[config.mk]
export PLATFORM = sky130hd
export DESIGN_NAME = turn_signal_ctrl
export DESIGN_NICKNAME = d
export VERILOG_FILES = /design/src/rtl/car_light_pkg.sv /design/src/rtl/btn_debounce.sv /design/src/rtl/turn_signal_ctrl.sv
export SDC_FILE = /design/constraint.sdc
export NUM_CORES = 1
export LEC_CHECK = 0
export ABC_AREA = 1
export CELL_PAD_IN_SITES_DETAIL_PLACEMENT = 1
export CELL_PAD_IN_SITES_GLOBAL_PLACEMENT = 1
export CORE_UTILIZATION = 48
export CTS_CLUSTER_SIZE = 30
export DETAILED_ROUTE_END_ITERATION = 7
export GPL_ROUTABILITY_DRIVEN = 0
export HOLD_SLACK_MARGIN = 0.12
export PLACE_DENSITY = 0.85
export REMOVE_ABC_BUFFERS = 1
export SLEW_MARGIN = 0
export SYNTH_ARGS = -nofsm -noshare
export SYNTH_HDL_FRONTEND = slang
export SYNTH_HIERARCHICAL = 1
export SYNTH_SLANG_ARGS = --single-unit
[constraint.sdc]
create_clock -name clk -period 3.2 [get_ports clk]
set_clock_uncertainty 0.2 [all_clocks]
set_input_delay 0.64 -clock clk [delete_from_list [all_inputs] [get_ports clk]]
set_output_delay 0.64 -clock clk [all_outputs]
set_load 0.01 [all_outputs]
[src/rtl/car_light_pkg.sv]
`default_nettype none
// ============================================================================
// Module      : car_light_pkg
// Description : Shared definitions for the car-light flasher chain.
//               Mode encodings used by the turn-signal FSM, the LED flasher
//               and the status logic, the board clock rate, and a decode
//               helper from mode to the left/right enables.
//               Contents:
//                 MODE_IDLE / MODE_LEFT / MODE_RIGHT / MODE_HAZARD  2-bit modes
//                 CLK_HZ                                            board clock
//                 mode_enables(mode) -> {en_l, en_r}
// Revision    : 1.0  initial release
// ============================================================================
package car_light_pkg;

    localparam logic [1:0] MODE_IDLE   = 2'd0;
    localparam logic [1:0] MODE_LEFT   = 2'd1;
    localparam logic [1:0] MODE_RIGHT  = 2'd2;
    localparam logic [1:0] MODE_HAZARD = 2'd3;

    localparam int CLK_HZ = 12000000;

    // Enable pattern the flasher expects for a given mode, packed {en_l, en_r}.
    // Hazard is signalled to the flasher by both sides being enabled.
    function automatic logic [1:0] mode_enables(input logic [1:0] m);
        logic [1:0] en;
        en = 2'b00;
        case (m)
            MODE_LEFT:   en = 2'b10;
            MODE_RIGHT:  en = 2'b01;
            MODE_HAZARD: en = 2'b11;
            default:     en = 2'b00;
        endcase
        return en;
    endfunction

endpackage
`default_nettype wire

[src/rtl/btn_debounce.sv]
`default_nettype none
// ============================================================================
// Module      : btn_debounce
// Description : Conditions one raw, asynchronous push button.
//               Two-flop synchroniser, then a debouncer whose level toggles
//               only after the synchronised input has disagreed with it for
//               DB_CYCLES consecutive cycles; any shorter disagreement reloads
//               the counter. A registered one-cycle pulse marks each debounced
//               0->1 edge. Releases produce no pulse.
//               Ports:
//                 clk    in   system clock
//                 rst    in   asynchronous active-high reset
//                 din    in   raw button, high = pressed
//                 level  out  debounced button level
//                 rise   out  one-cycle pulse on debounced press
// Revision    : 1.0  initial release
// ============================================================================
module btn_debounce #(
    parameter int DB_CYCLES = 240000
) (
    input  logic clk,
    input  logic rst,
    input  logic din,
    output logic level,
    output logic rise
);

    // Counter must be able to hold DB_CYCLES-1; one extra value keeps the
    // width non-zero for DB_CYCLES = 1.
    localparam int CW = $clog2(DB_CYCLES + 1);
    localparam logic [CW-1:0] c_cnt_last = CW'(DB_CYCLES - 1);
    localparam logic [CW-1:0] c_cnt_one  = CW'(1);

    logic          r_sync1;
    logic          r_sync2;
    logic          r_level;
    logic          r_level_d;
    logic          r_rise;
    logic [CW-1:0] r_cnt;

    always_ff @(posedge clk or posedge rst) begin
        if (rst) begin
            r_sync1   <= 1'b0;
            r_sync2   <= 1'b0;
            r_level   <= 1'b0;
            r_level_d <= 1'b0;
            r_rise    <= 1'b0;
            r_cnt     <= '0;
        end else begin
            r_sync1   <= din;
            r_sync2   <= r_sync1;
            r_level_d <= r_level;
            // Edge detect is registered: the pulse appears one cycle after the
            // debounced level has risen.
            r_rise    <= r_level & ~r_level_d;

            if (r_sync2 != r_level) begin
                if (r_cnt == c_cnt_last) begin
                    r_level <= r_sync2;
                    r_cnt   <= '0;
                end else begin
                    r_cnt <= r_cnt + c_cnt_one;
                end
            end else begin
                // Input agrees with the debounced level again: the bounce
                // was too short, start the stability window over.
                r_cnt <= '0;
            end
        end
    end

    assign level = r_level;
    assign rise  = r_rise;

endmodule
`default_nettype wire

[src/rtl/turn_signal_ctrl.sv]
`default_nettype none
// ============================================================================
// Module      : turn_signal_ctrl
// Description : Turn-signal mode controller, upstream of the LED flasher.
//               Debounces the left / right / hazard buttons and runs the mode
//               FSM (IDLE, LEFT, RIGHT, HAZARD). Left and right modes cancel
//               themselves after TIMEOUT_CYCLES; hazard mode never times out.
//               Ports:
//                 clk          in   system clock (12 MHz)
//                 rst          in   asynchronous active-high reset
//                 btn_l        in   raw left button
//                 btn_r        in   raw right button
//                 btn_haz      in   raw hazard button
//                 en_l         out  left-side flasher enable, registered
//                 en_r         out  right-side flasher enable, registered
//                 mode         out  current mode (0 IDLE,1 LEFT,2 RIGHT,3 HAZ)
//                 timeout_evt  out  one-cycle pulse on left/right auto-cancel
// Revision    : 1.0  initial release
// ============================================================================
module turn_signal_ctrl
    import car_light_pkg::*;
#(
    parameter int DB_CYCLES      = 240000,
    parameter int TIMEOUT_CYCLES = 360000000
) (
    input  logic       clk,
    input  logic       rst,
    input  logic       btn_l,
    input  logic       btn_r,
    input  logic       btn_haz,
    output logic       en_l,
    output logic       en_r,
    output logic [1:0] mode,
    output logic       timeout_evt
);

    localparam int TW = (TIMEOUT_CYCLES > 1) ? $clog2(TIMEOUT_CYCLES) : 1;
    localparam logic [TW-1:0] c_tmr_last = TW'(TIMEOUT_CYCLES - 1);
    localparam logic [TW-1:0] c_tmr_one  = TW'(1);

    // ------------------------------------------------------------------
    // Button conditioning
    // ------------------------------------------------------------------
    logic w_press_l;
    logic w_press_r;
    logic w_press_haz;

    // Only the press pulses drive the FSM; the debounced levels are
    // deliberately left unconnected.
    btn_debounce #(
        .DB_CYCLES (DB_CYCLES)
    ) u_db_l (
        .clk   (clk),
        .rst   (rst),
        .din   (btn_l),
        .level (),
        .rise  (w_press_l)
    );

    btn_debounce #(
        .DB_CYCLES (DB_CYCLES)
    ) u_db_r (
        .clk   (clk),
        .rst   (rst),
        .din   (btn_r),
        .level (),
        .rise  (w_press_r)
    );

    btn_debounce #(
        .DB_CYCLES (DB_CYCLES)
    ) u_db_haz (
        .clk   (clk),
        .rst   (rst),
        .din   (btn_haz),
        .level (),
        .rise  (w_press_haz)
    );

    // ------------------------------------------------------------------
    // Mode FSM
    // ------------------------------------------------------------------
    logic [1:0]    r_state;
    logic [1:0]    w_state_next;
    logic [TW-1:0] r_tmr;
    logic [TW-1:0] w_tmr_next;
    logic          w_timeout;
    logic          w_turn_now;
    logic          w_turn_next;
    logic          r_en_l;
    logic          r_en_r;
    logic          r_timeout_evt;
    logic [1:0]    w_en_next;

    assign w_turn_now = (r_state == MODE_LEFT) || (r_state == MODE_RIGHT);

    // Events are prioritised hazard > simultaneous L+R > left > right >
    // timeout, so a press landing in the expiry cycle always wins.
    always_comb begin
        w_state_next = r_state;
        w_timeout    = 1'b0;

        if (w_press_haz) begin
            w_state_next = (r_state == MODE_HAZARD) ? MODE_IDLE : MODE_HAZARD;
        end else if (w_press_l && w_press_r) begin
            // Ambiguous request: keep whatever mode is active.
            w_state_next = r_state;
        end else if (w_press_l) begin
            case (r_state)
                MODE_LEFT:  w_state_next = MODE_IDLE;
                MODE_IDLE,
                MODE_RIGHT: w_state_next = MODE_LEFT;
                default:    w_state_next = r_state;
            endcase
        end else if (w_press_r) begin
            case (r_state)
                MODE_RIGHT: w_state_next = MODE_IDLE;
                MODE_IDLE,
                MODE_LEFT:  w_state_next = MODE_RIGHT;
                default:    w_state_next = r_state;
            endcase
        end else if (w_turn_now && (r_tmr == c_tmr_last)) begin
            w_state_next = MODE_IDLE;
            w_timeout    = 1'b1;
        end
    end

    // Timer restarts on every entry into a turn mode (LEFT<->RIGHT included)
    // and sits at zero outside turn modes.
    assign w_turn_next = (w_state_next == MODE_LEFT) || (w_state_next == MODE_RIGHT);

    always_comb begin
        w_tmr_next = '0;
        if (w_turn_next && (w_state_next == r_state)) begin
            w_tmr_next = r_tmr + c_tmr_one;
        end
    end

    assign w_en_next = mode_enables(w_state_next);

    always_ff @(posedge clk or posedge rst) begin
        if (rst) begin
            r_state       <= MODE_IDLE;
            r_tmr         <= '0;
            r_en_l        <= 1'b0;
            r_en_r        <= 1'b0;
            r_timeout_evt <= 1'b0;
        end else begin
            r_state       <= w_state_next;
            r_tmr         <= w_tmr_next;
            // Enables are decoded from the next state so they move in the
            // same cycle as mode.
            r_en_l        <= w_en_next[1];
            r_en_r        <= w_en_next[0];
            r_timeout_evt <= w_timeout;
        end
    end

    assign mode        = r_state;
    assign en_l        = r_en_l;
    assign en_r        = r_en_r;
    assign timeout_evt = r_timeout_evt;

endmodule
`default_nettype wire
==> results.yml, run 1 <==
worst_setup_path:
  path_depth: 17
  endpoint: "r_tmr[11]"
  reg2reg_slack_ns: 0.42
  worstPathCellList: "inv_1 -> ha_1 -> nor2_1 -> nand3_1 -> inv_1 -> nand3_1 -> nand2_1 -> nand2_1 -> nand2_1 -> inv_1 -> ha_1 -> inv_1 -> nand2_1 -> nor2_1 -> nand2_2 -> buf_12 -> nor2_1"
  cp.arrival_ns: 2.86
  crit_family: "simple AND/OR/NAND/NOR gates"
  setup.worst_path.start_class: "register"
  worstSetupEndpointType: "register"
  reg2reg_depth: 17
  critPathBufInv: 5
  crit_type: "reg2reg"
  critPathMaxFanout: 29
  slowest_delay_ns: 0.43
  critPathSlowestCell: "dfrtp_1"
  critPathLaunch: "en_l"
  r2r_start: "en_l"
  r2r_end: "r_tmr[11]"
  cp.required_ns: 3.28
timing:
  rsz0062_at_grt: "no"
  whs_ns: 0.151
  setup_viol: 0
  tns_ns: 0
  tightest_slew_ns: 0.623
  finalCriticalPeriod_ns: 2.78
  hold_violations: 0
  timing.fmax_ghz: 0.360
  slew_headroom_pct: 58.1
  slew_violations: 0
  min_period_over_period_pct: 86.9
pwr:
  ir_worst_vdd_v: 0.000303
  p_int_mw: 1.90
  power_frac_clock_pct: 43.8
  combPwrFrac_pct: 3.1
  powerDensity_nw_per_um2: 393
  switching_share_pct: 23.0
  leakagePower_nw: 2.55
  switchingPower_mw: 0.567
  p_seq_share_pct: 53.1
cts:
  cts_tree: "yes"
  cts_sinks: 102
  hold_buffers: 0
  clockBufferDepth: 2
  post-cts-setup-buffers: 0
  path_clk_slew_ns: 0.07
  htreeDepth: 3
  clk_latency_ns: 0.36
  cts_buffers: 9
  ctsResizeCount: 0
  cts-root-buf: "clkbuf_16"
floorplanning:
  die_h_um: 111
  rows: 39
  pin_count: 10
  die_w_um: 111
  die-area_sq_um: 12400
  start_util_pct: 49.7
  core_sq_um: 11500
synth:
  synth_seq_cells: 102
  avgSynthCellArea_sq_um: 8.50
  ys_warn_count: 6
  ys.flop_type: "dfrtp_1"
  yosysUniqueCellTypes: 33
  synth_edf_count: 0
  synth_cells: 673
  async_flop_share_pct: 100
  netlist_area_sq_um: 5720
  ys_seq_area_share_pct: 44.6
cells_and_area:
  num_antenna_cells: 0
  n_fill_cell: 1382
  area_growth_pct: 9.89
  mostFrequentLayoutCell: "nor2_1"
  nets: 708
  drive_above_1_share_pct: 17.2
  final_cell_mix: "121 x nor2_1, 110 x nand2_1, 102 x dfrtp_1"
global_route:
  grt_usage_pct: 23.3
  grt.overflow.total: 0
  grt_max_degree: 34
  grt_pass1_vias: 4827
  antenna_found_initial: 0
  grt_pass1_wl_um: 22700
run_status:
  status: "finished with violations"
  violations: "design-rule violations"
route:
  ant_nets: 0
  drc: 2
  dr.pass1.iters: 6
  num_vias: 4352
  post_drt_wl_per_cell_um: 15.5
  drt-total-wl_um: 13000
  vias_per_cell: 5.17
  drtIter0Drc: 109
placed_design:
  io_buffer_count: 9
  hpwl_um: 9480
worst_hold_path:
  hp-class: "reg2reg"
flow_run:
  drv_cap: 0
==> cells by family after synthesis <==
kind of cell	count (synthesis)	synth area share, %
simple gates	393	35.8
flops	102	44.6
buf+inv	91	6.47
xor+xnor	55	8.81
compound gates	22	2.12
fa+ha+maj	10	2.19
==> metal layers <==
metal	up-vias	GRT usage (%)	share of wire (%)
met3	22	4.65	2.6
met5	-	0	0
met4	0	9.55	2.1
li1	2128	-	-
met1	2156	27.5	42
met2	46	41.3	53
==> worst register-to-register path: stages (launching register included) <==
cell and delay (ns):
dfrtp_1 0.43, inv_1 0.13, ha_1 0.35, nor2_1 0.11, nand3_1 0.10, inv_1 0.07
nand3_1 0.10, nand2_1 0.07, nand2_1 0.08, nand2_1 0.10, inv_1 0.08, ha_1 0.27
inv_1 0.06, nand2_1 0.05, nor2_1 0.11, nand2_2 0.08, buf_12 0.18, nor2_1 0.14
==> final cells by class <==
| type | instances | area [sq um] | area share (%) |
|---|---|---|---|
| clock inverters | 5 | 41.3 | 0.657 |
| clock buffers | 11 | 253 | 4.02 |
| multi-input cells | 480 | 2800 | 44.5 |
| well taps | 143 | 179 | 2.85 |
| flip-flops and latches | 102 | 2550 | 40.6 |
| repair buffers | 14 | 140 | 2.23 |
| inverters | 86 | 323 | 5.14 |
==> registers in the layout, indices dropped and copies added, names as in the netlist, 18 cells and up <==
signal,cells
u_db_r/r_cnt,18
u_db_l/r_cnt,18
u_db_haz/r_cnt,18
r_tmr,29
==> per-stage QoR <==
| step | util [%] | area, sq um | power (mW) | std cells | worst slack, ns |
|---|---|---|---|---|---|
| final | 54.6 | 6290 | 2.47 | 841 | 0.420 |
| after global routing | 54.6 | 6290 | 2.55 | 841 | 0.147 |
| after CTS | 54.6 | 6290 | 2.50 | 841 | 0.387 |
| after detailed placement | 52.0 | 5990 | 1.41 | 825 | 0.431 |
| after global placement | 52.0 | 5990 | 1.41 | 825 | 0.672 |
| after floorplan | - | 5670 | 1.38 | 668 | 0.401 |
==> power groups by stage <==
stage / sequential [mW] / combinational (mW) / clock (mW)
6_report: 1.31 / 0.0755 / 1.08
5_1_grt: 1.31 / 0.0880 / 1.15
4_1_cts: 1.31 / 0.0792 / 1.11
3_5_place_dp: 1.34 / 0.0786 / 0
3_3_place_gp: 1.33 / 0.0736 / 0
2_1_floorplan: 1.33 / 0.0502 / 0
==> synthesized netlist by cell type, drive strengths merged (3+ instances only) <==
cell type    n  area (sq um)
xnor2       18           180
dfrtp      102          2550
and3         3          22.5
ha          10           125
and2         3          18.8
nand3       42           240
a21oi       12          71.3
o21ai       10          50.1
nor4         7          43.8
nand4        7          43.8
xor2        37           324
nor3b        6          60.1
nor2       163           847
nand2      138           628
nor3        23           135
inv         86           323
buf          4          43.8
==> how the worst min path moves through the flow <==
| stage | cells past startpoint | from | slack [ns] | endpoint |
|---|---|---|---|---|
| finish | 0 | u_db_l/r_sync1 | 0.15 | u_db_l/r_sync2 |
| global route | 0 | u_db_r/r_sync1 | 0.17 | u_db_r/r_sync2 |
| CTS | 0 | u_db_l/r_sync1 | 0.15 | u_db_l/r_sync2 |
| detailed placement | 0 | u_db_l/r_sync1 | 0.14 | u_db_l/r_sync2 |
| global placement | 0 | u_db_l/r_sync1 | 0.14 | u_db_l/r_sync2 |
| floorplan | 0 | u_db_haz/r_sync1 | 0.13 | u_db_haz/r_sync2 |
Power figures use the tool's default switching activity.
==> inputs of run 2 (changes only) <==
==> constraint.sdc (replaced) <==
create_clock -name clk -period 3.2 [get_ports clk]
set_clock_uncertainty 0.2 [all_clocks]
set_input_delay 0.64 -clock clk [delete_from_list [all_inputs] [get_ports clk]]
set_output_delay 0.64 -clock clk [all_outputs]
set_load 0.005 [all_outputs]
==> results of run 2 <==
No change in the layout: final DEF, timing and power equal those of run 1.
==> inputs of run 3 (changes only) <==
Settings changed: CORE_UTILIZATION 48 to 50, CTS_BUF_LIST set to sky130_fd_sc_hd__clkbuf_8, PLACE_DENSITY 0.85 to 0.87.
==> results.yml, run 3 (synthesis gave the netlist of run 1 again) <==
run_status:
  status: "finished, final reports clean"
timing:
  timing.fmax_ghz: 0.357
  tns_ns: 0
  min_period_over_period_pct: 87.5
  hold_violations: 0
  slew_headroom_pct: 39.2
  tightest_slew_ns: 0.911
  slew_violations: 0
  finalCriticalPeriod_ns: 2.80
  setup_viol: 0
  rsz0062_at_grt: "no"
pwr:
  leakagePower_nw: 2.49
  powerDensity_nw_per_um2: 348
  ir_worst_vdd_v: 0.000274
global_route:
  grt_usage_pct: 24.5
  grt.overflow.total: 0
  grt_pass1_wl_um: 22100
  grt_busiest_layer: "met2"
  grt_max_degree: 34
  grt_use_met1_pct: 29.1
  met2_usage_pct: 43.6
  grt_pass1_vias: 4697
  use_met3_pct: 5.38
  antenna_found_initial: 0
cts:
  clk_latency_ns: 0.39
  htreeDepth: 3
  clockBufferDepth: 2
  cts_sinks: 102
  hold_buffers: 0
  post-cts-setup-buffers: 0
  path_clk_slew_ns: 0.10
  ctsResizeCount: 0
  cts_tree: "yes"
  cts_buffers: 9
  cts-root-buf: "clkbuf_8"
cells_and_area:
  fin_util_pct: 56.0
  final_cell_mix: "121 x nor2_1, 110 x nand2_1, 102 x dfrtp_1"
  nets: 706
  area_growth_pct: 7.46
  mostFrequentLayoutCell: "nor2_1"
  drive_above_1_share_pct: 17.0
  num_antenna_cells: 0
  largest_register_ffs: 29
  regMostFlops: "r_tmr"
route:
  num_vias: 4341
  ant_nets: 0
  dr.pass1.iters: 4
  drc: 0
  post_drt_wl_per_cell_um: 15.5
  vias_per_cell: 5.19
  drt-total-wl_um: 12900
  drtIter0Drc: 143
worst_setup_path:
  cp.required_ns: 3.31
  critPathMaxFanout: 29
  setup.worst_path.start_class: "register"
  worstSetupEndpointType: "register"
  crit_type: "reg2reg"
  cp.arrival_ns: 2.91
floorplanning:
  die_w_um: 109
  die_h_um: 109
  pin_count: 10
  start_util_pct: 52.1
  rows: 38
  die-area_sq_um: 11900
  core_sq_um: 11000
placed_design:
  io_buffer_count: 9
  hpwl_um: 9870
worst_hold_path:
  hp-class: "reg2reg"
flow_run:
  drv_cap: 0
==> run 3: changes by cell type in the layout (fill, tap and decap cells not counted) <==
cell / before / now
buf_4: 4 / 2
clkbuf_16: 9 / 0
clkbuf_8: 2 / 9
clkinv_2: 0 / 3
inv_6: 2 / 0
inv_8: 0 / 1
==> run 3: final cells by class <==
cell class	count	area, sq um
Multi-Input combinational cell	480	2800
Clock buffer	9	124
Timing Repair Buffer	12	125
Inverter	86	323
Clock inverter	7	50.0
Tap cell	140	175
Fill cell	1332	4840
Sequential cell	102	2550
==> run 3: final timing paths <==
path | slack [ns] | depth (start not counted) | to | start
hold reg to reg | 0.16 | 0 | u_db_l/r_sync2 | u_db_l/r_sync1
setup reg to reg | 0.40 | 17 | r_tmr[8] | en_l
max in group asynchronous | 1.57 | 2 | u_db_r/r_sync2 | rst
min in group asynchronous | 0.51 | 3 | u_db_l/level | rst
hold / removal | 0.16 | 0 | u_db_l/r_sync2 | u_db_l/r_sync1
setup / recovery | 0.40 | 17 | r_tmr[8] | en_l
==> run 3: where the power goes <==
part | leakage (nW) | switching, mW | internal (mW)
clock | 0.0869 | 0.469 | 0.285
combinational | 1.00 | 0.0543 | 0.0203
sequential | 1.40 | 0.00920 | 1.30
total | 2.49 | 0.533 | 1.61
==> run 3: critical path: stages (launching register included) <==
cell and delay (ns):
dfrtp_1 0.44, inv_1 0.13, ha_1 0.31, nor2_1 0.10, nand3_1 0.10, inv_1 0.07
nand3_1 0.10, nand2_1 0.08, nand2_1 0.09, nand2_1 0.10, inv_1 0.08, ha_1 0.27
inv_1 0.05, nand2_1 0.04, nor2_1 0.13, nand2_2 0.09, buf_12 0.19, nor2_1 0.15
==> run 3: per-stage QoR <==
stage | area, sq um | setup WS, ns | cells | hold WS [ns] | power (mW)
6_report | 6150 | 0.401 | 836 | 0.159 | 2.14
5_1_grt | 6150 | 0.0764 | 836 | 0.165 | 2.23
4_1_cts | 6150 | 0.303 | 836 | 0.161 | 2.18
3_5_place_dp | 5970 | 0.359 | 820 | 0.137 | 1.41
3_3_place_gp | 5970 | 0.666 | 820 | 0.135 | 1.41
2_1_floorplan | 5670 | 0.489 | 668 | 0.131 | 1.38
==> run 3: metal layers <==
metal,part of all wire [%],wire length [um]
met1,44,5710
met2,52,6720
met3,2.2,287
met4,1.6,204
met5,0,0
